[src/rtl/fft_frame_loader.sv]
// fft_frame_loader: packs 16 consecutive Q15 samples into a frame and presents
// it as a parallel array for the 16-point FFT core, with ping-pong buffering so
// the next frame fills while the previous one waits for the consumer.
//
// Build option: define FFT_BITREV_LOAD_EN to store sample n at frame index
// rev4(n) (bit-reversed order for a DIT stage 0); otherwise natural order.
module fft_frame_loader #(
    parameter int unsigned SAMPLE_W = 16
) (
    input  logic                clk_i,
    input  logic                rst_ni,
    input  logic                s_valid_i,
    output logic                s_ready_o,
    input  logic [SAMPLE_W-1:0] s_data_i,
    input  logic                s_last_i,
    output logic                frame_valid_o,
    input  logic                frame_ready_i,
    output logic [SAMPLE_W-1:0] frame_o [0:15],
    output logic                err_o,
    output logic [7:0]          frames_dropped_o
);

    localparam int unsigned DEPTH = 16;
    localparam int unsigned IDX_W = 4;
    localparam int unsigned CNT_W = 8;
    localparam logic [IDX_W-1:0] LAST_IDX = IDX_W'(DEPTH - 1);
    localparam logic [CNT_W-1:0] CNT_MAX  = {CNT_W{1'b1}};

    // Occupancy: number of complete frames currently held
    typedef enum logic [1:0] {
        ST_EMPTY = 2'd0,
        ST_ONE   = 2'd1,
        ST_TWO   = 2'd2
    } state_e;

    state_e             state_q, state_d;
    logic [IDX_W-1:0]   wr_idx_q, wr_idx_d;
    logic               wr_sel_q, wr_sel_d;
    logic               rd_sel_q, rd_sel_d;
    logic               err_q, err_d;
    logic [CNT_W-1:0]   dropped_q, dropped_d;
    logic               valid_q, valid_d;
    logic               ready_q, ready_d;

    logic               accept_c;
    logic               handshake_c;
    logic               complete_c;
    logic               early_last_c;
    logic [IDX_W-1:0]   wr_addr_c;

    logic [SAMPLE_W-1:0] buf_a_q [0:DEPTH-1];
    logic [SAMPLE_W-1:0] buf_b_q [0:DEPTH-1];

    // Fill index to buffer slot mapping
`ifdef FFT_BITREV_LOAD_EN
    assign wr_addr_c = {wr_idx_q[0], wr_idx_q[1], wr_idx_q[2], wr_idx_q[3]};
`else
    assign wr_addr_c = wr_idx_q;
`endif

    // Transfer qualifiers for both sides
    assign accept_c     = s_valid_i && ready_q;
    assign handshake_c  = valid_q && frame_ready_i;
    assign complete_c   = accept_c && (wr_idx_q == LAST_IDX);
    assign early_last_c = accept_c && s_last_i && (wr_idx_q != LAST_IDX);

    // Next-state, pointer, error and flag logic
    always_comb begin
        state_d   = state_q;
        wr_idx_d  = wr_idx_q;
        wr_sel_d  = wr_sel_q;
        rd_sel_d  = rd_sel_q;
        err_d     = 1'b0;
        dropped_d = dropped_q;

        if (accept_c) begin
            if (complete_c) begin
                wr_idx_d = '0;
                wr_sel_d = ~wr_sel_q;
            end else if (early_last_c) begin
                // Partial frame is abandoned in place; write buffer is reused
                wr_idx_d = '0;
            end else begin
                wr_idx_d = IDX_W'(wr_idx_q + 1'b1);
            end
        end

        if (handshake_c) begin
            rd_sel_d = ~rd_sel_q;
        end

        if (early_last_c) begin
            err_d = 1'b1;
            if (dropped_q != CNT_MAX) begin
                dropped_d = CNT_W'(dropped_q + 1'b1);
            end
        end

        unique case (state_q)
            ST_EMPTY: begin
                if (complete_c) begin
                    state_d = ST_ONE;
                end
            end
            ST_ONE: begin
                if (complete_c && !handshake_c) begin
                    state_d = ST_TWO;
                end else if (handshake_c && !complete_c) begin
                    state_d = ST_EMPTY;
                end
            end
            ST_TWO: begin
                if (handshake_c) begin
                    state_d = ST_ONE;
                end
            end
            default: begin
                state_d = ST_EMPTY;
            end
        endcase

        valid_d = (state_d != ST_EMPTY);
        ready_d = (state_d != ST_TWO);
    end

    // Control and status registers
    always_ff @(posedge clk_i or negedge rst_ni) begin
        if (!rst_ni) begin
            state_q   <= ST_EMPTY;
            wr_idx_q  <= '0;
            wr_sel_q  <= 1'b0;
            rd_sel_q  <= 1'b0;
            err_q     <= 1'b0;
            dropped_q <= '0;
            valid_q   <= 1'b0;
            ready_q   <= 1'b1;
        end else begin
            state_q   <= state_d;
            wr_idx_q  <= wr_idx_d;
            wr_sel_q  <= wr_sel_d;
            rd_sel_q  <= rd_sel_d;
            err_q     <= err_d;
            dropped_q <= dropped_d;
            valid_q   <= valid_d;
            ready_q   <= ready_d;
        end
    end

    // Sample storage; never the read buffer while a frame is held
    always_ff @(posedge clk_i) begin
        if (accept_c && !wr_sel_q) begin
            buf_a_q[wr_addr_c] <= s_data_i;
        end
        if (accept_c && wr_sel_q) begin
            buf_b_q[wr_addr_c] <= s_data_i;
        end
    end

    // Present the read buffer
    always_comb begin
        for (int unsigned k = 0; k < DEPTH; k++) begin
            frame_o[k] = rd_sel_q ? buf_b_q[k] : buf_a_q[k];
        end
    end

    assign s_ready_o        = ready_q;
    assign frame_valid_o    = valid_q;
    assign err_o            = err_q;
    assign frames_dropped_o = dropped_q;

    // Buffer selects must track occupancy: equal when 0 or 2 held, split when 1
    a_sel_track: assert property (@(posedge clk_i) disable iff (!rst_ni)
        (state_q == ST_ONE) == (wr_sel_q != rd_sel_q));

    // Handshake flags mirror the occupancy state
    a_flag_track: assert property (@(posedge clk_i) disable iff (!rst_ni)
        (valid_q == (state_q != ST_EMPTY)) && (ready_q == (state_q != ST_TWO)));

endmodule
[config.mk]
export PLATFORM = sky130hd
export DESIGN_NAME = fft_frame_loader
export DESIGN_NICKNAME = d
export VERILOG_FILES = /design/src/rtl/fft_frame_loader.sv
export SDC_FILE = /design/constraint.sdc
export NUM_CORES = 1
export LEC_CHECK = 0
export CAP_MARGIN = 20
export CORE_MARGIN = 4
export CORE_UTILIZATION = 50
export DETAILED_ROUTE_END_ITERATION = 8
export HOLD_SLACK_MARGIN = 0.1
export PLACE_DENSITY = 0.75
export SLEW_MARGIN = 20
export SYNTH_ARGS = -nofsm -noshare
export SYNTH_HDL_FRONTEND = slang
export SYNTH_SLANG_ARGS = --single-unit
[constraint.sdc]
create_clock -name clk_i -period 2.4 [get_ports clk_i]
set_input_delay 0.24 -clock clk_i [delete_from_list [all_inputs] [get_ports clk_i]]
set_output_delay 0.24 -clock clk_i [all_outputs]
set_load 0.02 [all_outputs]
## Word level (Yosys, flattened, before mapping)

Memory sizes are Yosys's and may differ from the RTL's.
Cells that the tools add are included.

| operators by class | value |
|---|---|
| eq/ne operators | 6 |
| $add $sub $neg | 2 |
| muxes and demuxes | 28 |
| reduce and logical (&&, ||, !) cells | 16 |
| bitwise operators | 2 |

Operators with widths:

| cell | number |
|---|---|
| 16-bit two-way mux | 16 |
| 1-bit logical AND | 9 |
| 8-bit by 1-bit adder with 8-bit output (second input constant) | 1 |
| 2-bit two-way mux | 4 |
| 4-bit two-way mux | 2 |
| 8-bit != test (second input constant) | 1 |
| 2-bit one-hot mux with 3 select lines | 1 |
| 1-bit two-way mux | 5 |
| 4-bit by 1-bit adder with 4-bit output (second input constant) | 1 |
| 4-bit equality test (second input constant) | 1 |
| 4-bit != test (second input constant) | 1 |
| 2-bit AND reduction | 2 |
| 1-bit logical NOT | 3 |
| 2-bit by 1-bit equality test with 1-bit output (second input constant) | 1 |
| 2-bit equality test (second input constant) | 1 |
| 2-bit logical NOT | 1 |
| 2-bit != test (second input constant) | 1 |
| 1-bit inverter | 2 |
| 2-bit nonzero test | 1 |

| storage, ports and cells | value |
|---|---|
| bits in writable memories | 512 |
| memories kept | 2 |
| logic and storage cells | 64 |
| register bits | 19 |
| input port bits | 21 |
| output and inout port bits | 267 |

Memory list:

| memory | depth | width | read ports | clocked after Yosys merged registers in | wr ports | line | source |
|---|---|---|---|---|---|---|---|
| buf_a_q | 16 | 16 | 16 | 0 | 1 | 51 | `logic [SAMPLE_W-1:0] buf_a_q [0:DEPTH-1];` |
| buf_b_q | 16 | 16 | 16 | 0 | 1 | 52 | `logic [SAMPLE_W-1:0] buf_b_q [0:DEPTH-1];` |

## Longest topological paths before layout

| logic depth | value |
|---|---|
| depth after elaboration | 8 |
| mapped depth | 6 |
| depth with buffers taken out | 6 |

## Least setup slack after synthesis

No wires, ideal clock.

| path | value |
|---|---|
| path kind | register to register |
| start | reg ready_q, in the netlist s_ready_o |
| end | mem buf_a_q[2][0], enable pin |
| library setup time | 0.388 ns |
| data required time | 2.012 ns |
| clock period less this slack | 2.119 ns |
| arrival | 1.731 ns |
| path slack | 0.281 ns |
| cell stages (with the launch flop) | 5 |
| buffers on the path | 0 |
| cell sequence | dfstp_2 nand2_1 nor2_1 nand2_1 nor2_1 |

| on the way | value |
|---|---|
| longest elaborated chain between the ends | 4 |

Ends and longest elaborated chain:

| element | line | source |
|---|---|---|
| start: declaration | 43 | `logic ready_q, ready_d;` |
| start signal: assignment | 145 | `ready_q <= ready_d;` |
| 1-bit logical AND | 62 | `assign accept_c = s_valid_i && ready_q;` |
| 1-bit logical AND | 151 | `if (accept_c && !wr_sel_q) begin` |
| 1-bit two-way mux | 151 |  |
| 1-bit two-way mux (implied by the code) | 152 | `buf_a_q[wr_addr_c] <= s_data_i;` |
| end: declaration | 51 |  |

Every way passes these cells.

==> run metrics <==
status complete, but fails checks; violated checks setup timing; Slew HR 0.4006; vias in the first global route 10,460; largest family of logic cells by synthesized area multiplexers; Final nets 1,335; area fraction of the dominant cell type after synthesis 0.7857; Final Util 0.6417; post-synth cell types 38; Clock Latency Late Sink 0.58 ns; number of H-tree levels 2; Antenna diodes 0; die extent in x 205.8 um; TritonCTS clock tree done; Clock Pin Slew Worst Setup and Hold Paths 0.06 ns; Initial Util 0.5063; reg2reg start s_ready_o$_DFF_PN1_; max frequency 416.4 MHz; Required @ worst endpoint 2.16 ns; CP endpoint kind output port; crit path cell chain buf_12, buf_16, mux2_2, clkdlybuf4s15_1; placed wire-length estimate 26,960 um; Core ar. just under 40,000 um2; Routed Antenna Nets 0; RSZ-0062 raised after global routing yes; CTS Sinks between 500 and 600; Final WS setup -0.001367 ns; Max FO, Critical Path 19; highest metal used met4; Layout Skew approximately 0.018 ns; CP Launch Type register; crit path launch rd_sel_q$_DFFE_PN0P_; worst slew pin tran 0.8991 ns; Clock Tree Root clkbuf_16; multiplexer share of the synthesized area 0.1498; CP top delay family buffers and inverters; Synth area leader edfxtp_1; crit share post-route 1.001; Layout area overhead 26.73%; TritonCTS Buffers approximately 50; met2 WL approximately 23,000 um; top cells by area, synth edfxtp_1, mux2_2, dfrtp_1; first-pass GRT wire length 67,470 um; simple-gate portion of the synthesized area 0.01861; Synth Instances roughly 930; Finished Cell Area 24,800 um2; min cycle time layout about 2.4 ns; pre-CTS setup slack 0.2674 ns; XOR/XNOR Fraction of Synth Area 0.003133; total overflow reported by the global router 0; routed length per instance around 25 um; Min-Delay Path Class primary input to register; CP Buf/Inv Count 3; crit path kind register to output port; Die ar. 42,360 um2; Rows 72; FF+latch count, synth between 500 and 600; placed cell area 23,320 um2; met1 WL roughly 20,000 um; WP data arrival approximately 2.2 ns; # IOs roughly 290; fin. max-slew vios 0; via count 10,050; CP max stage cell dfrtp_4; final setup vio count 2; layout cells sized above 1 0.4488; PwrDens between 1000 and 1500 nW/um2; Adder-Cell Fraction of Synth Area 0.003197; metal3 WL approximately 2900 um; Synthesized Nets 960; largest net degree at the start of global routing 33; leakage power 8.800 nW; crit-path max cell delay roughly 0.49 ns; HP Start s_data_i[7]; worst-case clock buffer depth 3; gr usage total 0.2195; Remaining DRCs 0; Post-Syn Area 19,570 um2; area fraction in compound gates after synthesis 0.005755; Synth Warn # 0; Routed WL around 47,000 um; register area share after synthesis 0.8101; Max Cap Viol 0; Hold Vio Cnt, Final 0; Die Y 205.8 um; syn avg cell area 20.95 um2; Port Buffers 287; Vias per Instance 5.388; RePlAce Congestion 0.8022; Max IR drop VDD 0.8947 mV; antenna violations before repair 0; Starting DRT DRC Count 789; First-pass DRT Iterations 5
layout by cell type (no fill, tap or decap), drive strengths merged, types with 6 or more instances in the layout:
master / instances
dlygate4sd2: 58
edfxtp: 512
nand2: 18
clkdlybuf4s15: 36
clkbuf: 118
bufinv: 6
buf: 185
clkdlybuf4s50: 15
inv: 7
nor2: 38
mux2: 259
dfrtp: 18
clkinv: 19
report_power, final:
group          switching [mW]  internal (mW)  leakage, nW
combinational            4.33           3.87         3.14
sequential              0.171           10.4         4.85
clock                    3.27           4.62        0.806
total                    7.77           18.9         8.80
routing by layer:
| layer | vias to the layer above | track usage |
|---|---|---|
| met2 | 359 | 0.3586 |
| met3 | 70 | 0.04066 |
| li1 | 4421 | - |
| met5 | - | 0 |
| met1 | 5204 | 0.3045 |
| met4 | 0 | 0.06844 |
per-stage QoR:
| stage | cells | total power, mW | hold slack, ns | TNS (ns) |
|---|---|---|---|---|
| floorplan | 934 | 15.25 | -0.05559 | 0 |
| global placement | 1752 | 18.72 | 0.5011 | 0 |
| detailed placement | 1752 | 18.75 | 0.5178 | 0 |
| CTS | 1864 | 26.98 | 0.2483 | -2.275 |
| global route | 1866 | 27.65 | 0.2862 | -0.4802 |
| finish | 1866 | 26.69 | 0.2817 | -0.001390 |
worst paths after layout:
path	depth (start not counted)	to	slack [ns]
hold / removal	1	buf_b_q[8][7]$_DFFE_PP_	0.28
hold reg to reg	1	state_q[0]$_DFF_PN0_	0.53
setup reg to reg	5	buf_a_q[1][10]$_DFFE_PP_	0.50
setup / recovery	4	frame_o[51]	-0.001
min in group asynchronous	2	rd_sel_q$_DFFE_PN0P_	0.60
max in group asynchronous	3	s_ready_o$_DFF_PN1_	1.14
Yosys cell counts, drive strengths merged:
master	count
a21boi	1
a21oi	3
a22o	1
a22oi	1
a31oi	1
and2	2
and3	4
buf	29
clkbuf	4
dfrtp	18
dfstp	1
edfxtp	512
ha	5
inv	5
mux2	259
mux2i	1
nand2	18
nand2b	3
nand3	5
nand3b	1
nand4	1
nor2	38
nor3	1
nor4	2
o2111a	1
o21a	2
o21ai	4
o22ai	1
o32ai	1
or2	1
or4	1
xnor2	2
xor2	5
registers in the layout, indices dropped and copies added (netlist names), 2 cells and up:
signal and flops:
buf_a_q 256, state_q 2, wr_addr_c 4, buf_b_q 256, frames_dropped_o 8
final cells by class:
| cell class | count | area, um2 |
|---|---|---|
| Timing Repair Buffer | 355 | 3059 |
| Tap cell | 518 | 648.1 |
| Clock buffer | 64 | 1346 |
| Fill cell | 2694 | 13850 |
| Inverter | 5 | 18.77 |
| Sequential cell | 531 | 15860 |
| Multi-Input combinational cell | 365 | 3563 |
| Clock inverter | 28 | 307.8 |
repair_timing:
item | in CTS | in global routing
gates cloned | 9 | 0
hold buffers | 1 | 0
endpoints found under the hold margin | 12 | 0
pin swaps | 0 | 0
setup endpoints to repair | 256 | 134
gates resized for setup | 681 | 130
setup buffers | 10 | 4
logic make-up (layout without fill, tap and decap cells):
| group | Yosys count | in the layout |
|---|---|---|
| AND/OR/NAND/NOR | 77 | 77 |
| multiplexers | 260 | 260 |
| buffers and inverters | 38 | 452 |
| XOR/XNOR | 7 | 7 |
| adder cells (fa/ha/maj) | 5 | 5 |
| flip-flops | 531 | 531 |
| AO/OA/AOI/OAI | 16 | 16 |
worst reg2reg max path, stage by stage (launching register included):
cell     delay (ns)
dfstp_2        0.54
nand2_1        0.11
nor2_1         0.23
nand2_1        0.26
nor2_1         0.17
buf_4          0.27
Power figures use the tool's default switching activity.
